`src/rtl/alu_op_sequencer_if.sv`:
```
// Request, result and adder-operand signals of the ALU op sequencer.
// The slave side is the sequencer; the master side is the requester/consumer plus the adder.
interface alu_op_sequencer_if;
    logic       in_valid;
    logic       in_ready;
    logic [1:0] op;
    logic [3:0] a;
    logic [3:0] b;
    logic [3:0] add_bit1;
    logic [3:0] add_bit2;
    logic [4:0] add_sum;
    logic       out_valid;
    logic       out_ready;
    logic [7:0] result;
    logic       carry;
    logic       zero;

    modport master (
        output in_valid, op, a, b, add_sum, out_ready,
        input  in_ready, add_bit1, add_bit2, out_valid, result, carry, zero
    );

    modport slave (
        input  in_valid, op, a, b, add_sum, out_ready,
        output in_ready, add_bit1, add_bit2, out_valid, result, carry, zero
    );
endinterface

```
`src/rtl/alu_op_sequencer.sv`:
```
// Sequences ADD/SUB/INC/MUL through an external 4-bit adder, one pass per cycle.
// Latency: out_valid rises N edges after accept (ADD/INC 1, SUB 2, MUL 4).
// Backpressure: result held in DONE until out_ready; in_ready low whenever not IDLE.
module alu_op_sequencer #(
    parameter bit MUL_EN = 1'b1
) (
    input logic              clk,
    input logic              rst_n,
    alu_op_sequencer_if.slave bus
);
    typedef enum logic [1:0] {IDLE, RUN, DONE} state_t;

    localparam logic [1:0] OP_ADD = 2'b00;
    localparam logic [1:0] OP_SUB = 2'b01;
    localparam logic [1:0] OP_MUL = 2'b10;

    state_t     state, state_nxt;
    logic [1:0] op_q, pass_q, last_q;
    logic [3:0] a_q, hi_q, lo_q;
    logic       c1_q;
    logic [7:0] result_q;
    logic       carry_q, zero_q;

    logic       in_ready_c;
    logic [3:0] bit1_c, bit2_c;
    logic [1:0] eff_op;
    logic       accept, last_pass;
    logic [7:0] mul_shift;
    logic [7:0] res_nxt;
    logic       carry_nxt;

    assign accept    = bus.in_valid & in_ready_c;
    assign last_pass = (pass_q == last_q);
    // {hi,lo} after one shift-add step: {add_sum, lo} >> 1
    assign mul_shift = {bus.add_sum, lo_q[3:1]};
    assign eff_op    = (bus.op == OP_MUL && !MUL_EN) ? OP_ADD : bus.op;

    always_ff @(posedge clk or negedge rst_n) begin
        if (!rst_n) state <= IDLE;
        else        state <= state_nxt;
    end

    always_comb begin
        state_nxt  = state;
        in_ready_c = 1'b0;
        bit1_c     = 4'd0;
        bit2_c     = 4'd0;
        case (state)
            IDLE: begin
                in_ready_c = 1'b1;
                if (bus.in_valid) state_nxt = RUN;
            end
            RUN: begin
                case (op_q)
                    OP_ADD: begin bit1_c = a_q; bit2_c = lo_q; end
                    OP_SUB: begin
                        // pass 0 forms A + ~B, pass 1 adds the +1
                        if (pass_q == 2'd0) begin bit1_c = a_q;  bit2_c = ~lo_q; end
                        else                begin bit1_c = hi_q; bit2_c = 4'd1;  end
                    end
                    OP_MUL:  begin bit1_c = hi_q; bit2_c = lo_q[0] ? a_q : 4'd0; end
                    default: begin bit1_c = a_q;  bit2_c = 4'd1; end
                endcase
                if (last_pass) state_nxt = DONE;
            end
            DONE: begin
                if (bus.out_ready) state_nxt = IDLE;
            end
            default: state_nxt = IDLE;
        endcase
    end

    always_comb begin
        res_nxt   = 8'd0;
        carry_nxt = 1'b0;
        case (op_q)
            OP_SUB: begin
                res_nxt   = {4'd0, bus.add_sum[3:0]};
                carry_nxt = c1_q | bus.add_sum[4];
            end
            OP_MUL: begin
                res_nxt   = mul_shift;
                carry_nxt = |mul_shift[7:4];
            end
            default: begin
                res_nxt   = {3'd0, bus.add_sum};
                carry_nxt = bus.add_sum[4];
            end
        endcase
    end

    always_ff @(posedge clk or negedge rst_n) begin
        if (!rst_n) begin
            op_q     <= OP_ADD;
            pass_q   <= 2'd0;
            last_q   <= 2'd0;
            a_q      <= 4'd0;
            hi_q     <= 4'd0;
            lo_q     <= 4'd0;
            c1_q     <= 1'b0;
            result_q <= 8'd0;
            carry_q  <= 1'b0;
            zero_q   <= 1'b0;
        end else if (accept) begin
            op_q   <= eff_op;
            a_q    <= bus.a;
            lo_q   <= bus.b;
            hi_q   <= 4'd0;
            c1_q   <= 1'b0;
            pass_q <= 2'd0;
            case (eff_op)
                OP_SUB:  last_q <= 2'd1;
                OP_MUL:  last_q <= 2'd3;
                default: last_q <= 2'd0;
            endcase
        end else if (state == RUN) begin
            pass_q <= pass_q + 2'd1;
            if (op_q == OP_MUL) begin
                hi_q <= mul_shift[7:4];
                lo_q <= mul_shift[3:0];
            end else if (op_q == OP_SUB && pass_q == 2'd0) begin
                hi_q <= bus.add_sum[3:0];
                c1_q <= bus.add_sum[4];
            end
            if (last_pass) begin
                result_q <= res_nxt;
                carry_q  <= carry_nxt;
                zero_q   <= (res_nxt == 8'd0);
            end
        end
    end

    assign bus.in_ready  = in_ready_c;
    assign bus.add_bit1  = bit1_c;
    assign bus.add_bit2  = bit2_c;
    assign bus.out_valid = (state == DONE);
    assign bus.result    = result_q;
    assign bus.carry     = carry_q;
    assign bus.zero      = zero_q;
endmodule
```
`src/flat_wrapper.sv`:
```
// flat-port wrapper written by rule: the top's interface ports become plain ports
module alu_op_sequencer_flat 
#(
    parameter bit MUL_EN = 1'b1
)
  (clk, rst_n, bus_in_valid, bus_op, bus_a, bus_b, bus_add_sum, bus_out_ready, bus_in_ready, bus_add_bit1, bus_add_bit2, bus_out_valid, bus_result, bus_carry, bus_zero);
  alu_op_sequencer_if bus_i ();
  input logic clk;
  input logic rst_n;
  input wire logic [$bits(bus_i.in_valid)-1:0] bus_in_valid;
  input wire logic [$bits(bus_i.op)-1:0] bus_op;
  input wire logic [$bits(bus_i.a)-1:0] bus_a;
  input wire logic [$bits(bus_i.b)-1:0] bus_b;
  input wire logic [$bits(bus_i.add_sum)-1:0] bus_add_sum;
  input wire logic [$bits(bus_i.out_ready)-1:0] bus_out_ready;
  output wire logic [$bits(bus_i.in_ready)-1:0] bus_in_ready;
  output wire logic [$bits(bus_i.add_bit1)-1:0] bus_add_bit1;
  output wire logic [$bits(bus_i.add_bit2)-1:0] bus_add_bit2;
  output wire logic [$bits(bus_i.out_valid)-1:0] bus_out_valid;
  output wire logic [$bits(bus_i.result)-1:0] bus_result;
  output wire logic [$bits(bus_i.carry)-1:0] bus_carry;
  output wire logic [$bits(bus_i.zero)-1:0] bus_zero;
  assign bus_i.in_valid = bus_in_valid;
  assign bus_i.op = bus_op;
  assign bus_i.a = bus_a;
  assign bus_i.b = bus_b;
  assign bus_i.add_sum = bus_add_sum;
  assign bus_i.out_ready = bus_out_ready;
  assign bus_in_ready = bus_i.in_ready;
  assign bus_add_bit1 = bus_i.add_bit1;
  assign bus_add_bit2 = bus_i.add_bit2;
  assign bus_out_valid = bus_i.out_valid;
  assign bus_result = bus_i.result;
  assign bus_carry = bus_i.carry;
  assign bus_zero = bus_i.zero;
  alu_op_sequencer #(.MUL_EN(MUL_EN)) u_core (.clk(clk), .rst_n(rst_n), .bus(bus_i));
endmodule
```
`config.mk`:
```
export PLATFORM = sky130hd
export DESIGN_NAME = alu_op_sequencer_flat
export DESIGN_NICKNAME = d
export VERILOG_FILES = /design/src/rtl/alu_op_sequencer_if.sv /design/src/rtl/alu_op_sequencer.sv /design/src/flat_wrapper.sv
export SDC_FILE = /design/constraint.sdc
export NUM_CORES = 1
export LEC_CHECK = 0
export BUFFER_PORTS_ARGS = -buffer_cell sky130_fd_sc_hd__buf_2
export CORE_MARGIN = 3
export CORE_UTILIZATION = 40
export CTS_CLUSTER_SIZE = 10
export DETAILED_ROUTE_END_ITERATION = 10
export HOLD_SLACK_MARGIN = 0.12
export PLACE_DENSITY = 0.63
export SLEW_MARGIN = 20
export SYNTH_ARGS = -nofsm -noshare
export SYNTH_HDL_FRONTEND = slang
export SYNTH_SLANG_ARGS = --single-unit
```
`constraint.sdc`:
```
create_clock -name clk -period 3.7 [get_ports clk]
set_clock_uncertainty 0.05 [all_clocks]
set_input_delay 0.74 -clock clk [delete_from_list [all_inputs] [get_ports clk]]
set_output_delay 0.74 -clock clk [all_outputs]
set_load 0.02 [all_outputs]
```
Word-level counts from Yosys, hierarchy flattened
Index checks and enable logic that the tools add are counted.
{"block": "word_totals", "ff_bits": 31, "in_bits": 19, "wordCells": 70, "output_inout_bits": 20}
{"block": "classes", "n_reduce_logical": 15, "n_addsub": 1, "bitwise": 4, "n_mux": 28, "n_eq_ne": 11}
{"operator": "$mux 4", "count": 12}
{"operator": "$pmux 8 s2", "count": 1}
{"operator": "$pmux 4 s3", "count": 1}
{"operator": "$mux 2", "count": 5}
{"operator": "$reduce_and 3->1", "count": 3}
{"operator": "$logic_not 8->1", "count": 1}
{"operator": "$pmux 4 s2", "count": 1}
{"operator": "$eq 2x1->1 const B", "count": 3}
{"operator": "$eq 2x2->1 const B", "count": 3}
{"operator": "$logic_not 2->1", "count": 3}
{"operator": "$pmux 2 s3", "count": 1}
{"operator": "$reduce_bool 2->1", "count": 3}
{"operator": "$mux 1", "count": 5}
{"operator": "$ne 2x1->1 const B", "count": 2}
{"operator": "$ne 2x2->1 const B", "count": 2}
{"operator": "$not 4->4", "count": 1}
{"operator": "$pmux 2 s2", "count": 1}
{"operator": "$reduce_and 2->1", "count": 2}
{"operator": "$reduce_or 4->1", "count": 1}
{"operator": "$reduce_bool 3->1", "count": 1}
{"operator": "$add 2x1->2 const B", "count": 1}
{"operator": "$eq 2x2->1", "count": 1}
{"operator": "$pmux 1 s2", "count": 1}
{"operator": "$and 1x1->1", "count": 1}
{"operator": "other kinds (3)", "count": 3}

Longest topological paths before layout
{"block": "logic_depth", "word_depth": 6, "depth_mapped": 7, "ltp_nobuf": 6}

Least setup slack after synthesis
No wires, ideal clock.
{"block": "synth_timing", "path_kind": "reg-to-output", "startpoint": "register u_core.op_q[0]", "endpoint": "output bus_add_bit2[3]", "required_ps": 2910, "path_buffers": 1, "setup_slack_ps": 1216, "t_arrival_ps": 1694, "stages_incl_launch_ff": 8, "path_cell_list": "dfrtp_1 inv_1 ha_1 clkbuf_1 nand3_1 o21ai_0 a21oi_1 nor3_1"}
{"block": "synth_between", "elab_chain_cells": 3, "elab_cells_between_ends": 5, "cone_classes": "eq/ne: 2; mux: 2; reduce/logical: 1"}
{"element": "from (decl)", "line_no": "alu_op_sequencer.sv:18", "rtl": "logic [1:0] op_q, pass_q, last_q;"}
{"element": "from (signal assigned)", "line_no": "alu_op_sequencer.sv:105", "rtl": "op_q <= eff_op;"}
{"element": "$eq 2x2->1, or another cell as far along", "line_no": "alu_op_sequencer.sv:54", "rtl": "case (op_q)"}
{"element": "$pmux 4 s3 *", "line_no": "alu_op_sequencer.sv:54"}
{"element": "$mux 4 *", "line_no": "alu_op_sequencer.sv:48", "rtl": "case (state)"}
{"element": "to (decl)", "line_no": "flat_wrapper.sv:18", "rtl": "output wire logic [$bits(bus_i.add_bit2)-1:0] bus_add_bit2;"}
Mark *: on every way between the ends. The rest lies on a longest branch, timed or not.

Worst setup path in the final report
{"block": "layout_timing", "startpoint": "register u_core.op_q[0]", "endpoint": "output bus_add_bit1[3]"}
{"block": "layout_between", "elab_chain_cells": 3, "elab_cells_between_ends": 4, "cone_classes": "eq/ne: 2; mux: 2"}
{"element": "$eq 2x2->1 or $eq 2x1->1 (tied branches)", "line_no": "alu_op_sequencer.sv:54"}
{"element": "$pmux 4 s2 *", "line_no": "alu_op_sequencer.sv:54"}
{"element": "$mux 4 *", "line_no": "alu_op_sequencer.sv:48"}
{"element": "to (decl)", "line_no": "flat_wrapper.sv:17", "rtl": "output wire logic [$bits(bus_i.add_bit1)-1:0] bus_add_bit1;"}
Marks and branches as above.

==> impl_metrics.py <==
metrics = {
    "cts": {
        "clkSlewWorstSetupHoldPaths_ns": 0.07,
        "cts_tree": "built",
        "clock-sinks": 31,
        "clock_path_buffers": 2,
        "cts_root_buffer": "clkbuf_8",
        "ctsResizeCount": 0,
        "cts_setup_buffers": 0,
        "cts_hold_buf": 0,
        "htreeDepth": 2,
        "cts_made_buffers": 5,
        "insertion_delay_ns": 0.28,
    },
    "yosys": {
        "syn_nets": 219,
        "yosysUniqueCellTypes": 36,
        "synth_edf_count": 0,
        "synth_compound_gate_area_share_pct": 16.6,
        "synth_top_family_by_area": "simple AND/OR/NAND/NOR gates",
        "ys_ff_latch": 31,
        "synth-async-reset-ratio_pct": 100,
        "synth-simple-area-share_pct": 20.0,
        "syn_inst": 191,
        "yosysWarnings": 0,
        "synthAdderAreaFrac_pct": 6.49,
        "synth_xor_area_share_pct": 1.01,
        "muxShareOfSynthArea_pct": 6.64,
        "synth_top_flop_cell": "dfrtp_1",
        "synth.avg_cell_area_um2": 9.08,
        "syn_area_um2": 1730,
        "ys_seq_area_share_pct": 44.7,
    },
    "timing": {
        "hold_violations": 0,
        "rsz0062_at_grt": "false",
        "max_freq_mhz": 358,
        "worstMarginPinSlew_ns": 0.785,
        "relSlewSlack_pct": 47.7,
        "drv_slew": 0,
        "setup_viol": 0,
        "setup-tns-final_ns": 0,
        "timing.final.crit_share_pct": 75.6,
        "fin_crit_ns": 2.80,
    },
    "outcome": {
        "status": "complete, no violations",
    },
    "finish": {
        "final_cell_area_um2": 2010,
        "regArea_um2": 776,
        "syn_to_final_growth_pct": 16.2,
        "n_fill_cell": 423,
        "mostFrequentLayoutCell": "nand2_1",
        "drive_above_1_share_pct": 23.7,
        "nets": 255,
        "multi_input_area_um2": 880,
        "final_core_util_pct": 49.3,
        "n_antenna_cell": 0,
        "layout_common_cells": "nand2_1 (43), buf_2 (38), dfrtp_1 (31), o21ai_0 (16)",
    },
    "routing": {
        "first_pass_iters": 4,
        "via_per_inst": 5.27,
        "vias": 1464,
        "antenna_left": 0,
        "drt_iter0_drc": 62,
        "drc": 0,
        "wl_per_cell_um": 14.3,
        "wirelength_um": 3980,
    },
    "place": {
        "placed_area_um2": 1930,
        "hpwl_um": 2830,
        "portBuffers": 38,
        "place_congestion": 0.772,
    },
    "global_routing": {
        "overflow": 0,
        "antenna_found_initial": 0,
        "grt_use_total_pct": 16.9,
        "grt_max_degree": 32,
        "grt_pass1_wl_um": 6630,
        "grt_pass1_vias": 1342,
    },
    "setup_path": {
        "cp_top_family": "adder cells",
        "crit_slowest_cell": "ha_1",
        "path_cells": "inv_1 > ha_1 > o21a_1 > a22oi_1 > nor2_1 > buf_2",
        "cp-end-kind": "primary output",
        "rr_worst_depth": 5,
        "path_class": "flip-flop to primary output",
        "cp_max_fo": 16,
        "r2r_start": "u_core.op_q[0]$_DFFE_PN0P_",
        "cp.arrival_ns": 2.01,
        "path_depth": 6,
        "crit_path_start_kind": "flip-flop",
        "critPathLaunch": "u_core.op_q[0]$_DFFE_PN0P_",
        "path_buf_inv": 2,
        "max_stage_delay_ns": 0.48,
        "critPathRequiredTime_ns": 2.91,
    },
    "die": {
        "pin_count": 39,
        "die_x_um": 71.8,
        "fp.coreArea_um2": 4090,
        "die_h_um": 71.8,
        "die-area_um2": 5160,
        "start_util_pct": 42.4,
        "fp-row-count": 23,
    },
    "pwr": {
        "switchingPower_uw": 862,
        "p_leak_uw": 0.00102,
        "power_frac_comb_pct": 52.7,
        "clkPwrFrac_pct": 14.1,
        "powerDensity_nw_per_um2": 915,
        "internal_power_uw": 982,
        "switching_share_pct": 46.7,
        "p_seq_share_pct": 33.2,
        "ir_drop_uv": 346,
    },
    "worst_hold_path": {
        "hold_path_class": "flip-flop to flip-flop",
        "min_from": "u_core.bus.result[5]$_DFFE_PN0P_",
        "holdPathStages": 2,
    },
    "run": {
        "cap_viol_max_count": 0,
    },
}
## through the flow
step	setup slack, ns	power (uW)	hold slack, ns	std cells
floorplan	1.22	1360	0.394	191
global placement	1.33	1580	0.412	270
global route	0.710	2010	0.461	278
CTS	0.932	1860	0.435	278
detailed placement	1.25	1590	0.420	270
finish	0.904	1840	0.426	278
## area by class of cell
| cell class | count | share of cell area (%) |
|---|---|---|
| tap | 50 | 3.11 |
| clock buffer | 5 | 3.42 |
| multi-input combinational | 145 | 43.7 |
| timing repair buffer | 38 | 9.44 |
| inverter | 6 | 1.12 |
| sequential | 31 | 38.5 |
| clock inverter | 3 | 0.745 |
## state kept, by name, summed over array words and instances, names as in the netlist
signal             count
u_core.state           2
u_core.bus.zero        1
u_core.c1_q            1
u_core.a_q             4
u_core.hi_q            4
u_core.bus.carry       1
u_core.bus.result      8
u_core.op_q            2
u_core.last_q          2
u_core.lo_q            4
u_core.pass_q          2
## metal layers
metal	track usage, %	wire [um]	share of wire (%)	vias to the layer above
li1	-	-	-	730
met1	25.2	2020	51	675
met2	23.3	1610	40	52
met3	4.77	289	7.3	7
met4	5.64	60	1.5	0
met5	0	0	0	-
## worst register-to-register path: stages (launching register included)
cell,delay [ns]
dfrtp_1,0.41
inv_1,0.14
ha_1,0.35
a21oi_1,0.07
o21ai_0,0.47
mux2_2,0.40
## cell usage after synthesis, types with 2 or more instances
cell type / n / area (um2)
a21oi_1: 6 / 30.0
nand2b_1: 5 / 31.3
buf_2: 3 / 15.0
nand2_1: 43 / 161
xor2_1: 2 / 17.5
clkbuf_1: 3 / 11.3
o21ai_0: 16 / 80.1
dfrtp_1: 31 / 776
buf_6: 2 / 22.5
a22oi_1: 4 / 30.0
nand3_1: 4 / 20.0
nor3_1: 5 / 25.0
o21ai_1: 8 / 40.0
nor2b_1: 4 / 25.0
a32oi_1: 4 / 35.0
mux2i_1: 7 / 70.1
inv_1: 6 / 22.5
mux2_2: 4 / 45.0
nor2_1: 9 / 33.8
ha_1: 9 / 113
## cells by family (layout without fill, tap and decap cells)
| logic type | after synthesis | in the layout |
|---|---|---|
| buf+inv | 15 | 52 |
| simple gates | 76 | 76 |
| xor+xnor | 2 | 2 |
| flops | 31 | 31 |
| fa+ha+maj | 9 | 9 |
| mux | 11 | 11 |
| compound gates | 47 | 47 |
## power groups by stage
stage          Combinational, uW  Sequential, uW  Clock [uW]
2_1_floorplan                725             631           0
3_3_place_gp                 962             613           0
3_5_place_dp                 973             616           0
4_1_cts                      978             611         266
5_1_grt                     1090             633         286
6_report                     971             613         260
## final timing paths
check / end / slack, ns
worst max-delay path: bus_add_bit1[3] / 0.90
worst min-delay path: u_core.bus.result[5]$_DFFE_PN0P_ / 0.43
worst max register to register: u_core.hi_q[1]$_DFFE_PN0P_ / 1.70
worst min register to register: u_core.bus.result[5]$_DFFE_PN0P_ / 0.43
max in group asynchronous: u_core.op_q[0]$_DFFE_PN0P_ / 2.69
min in group asynchronous: u_core.state[1]$_DFFE_PN0P_ / 0.45
No activity file was read; power rests on OpenSTA's default activity.
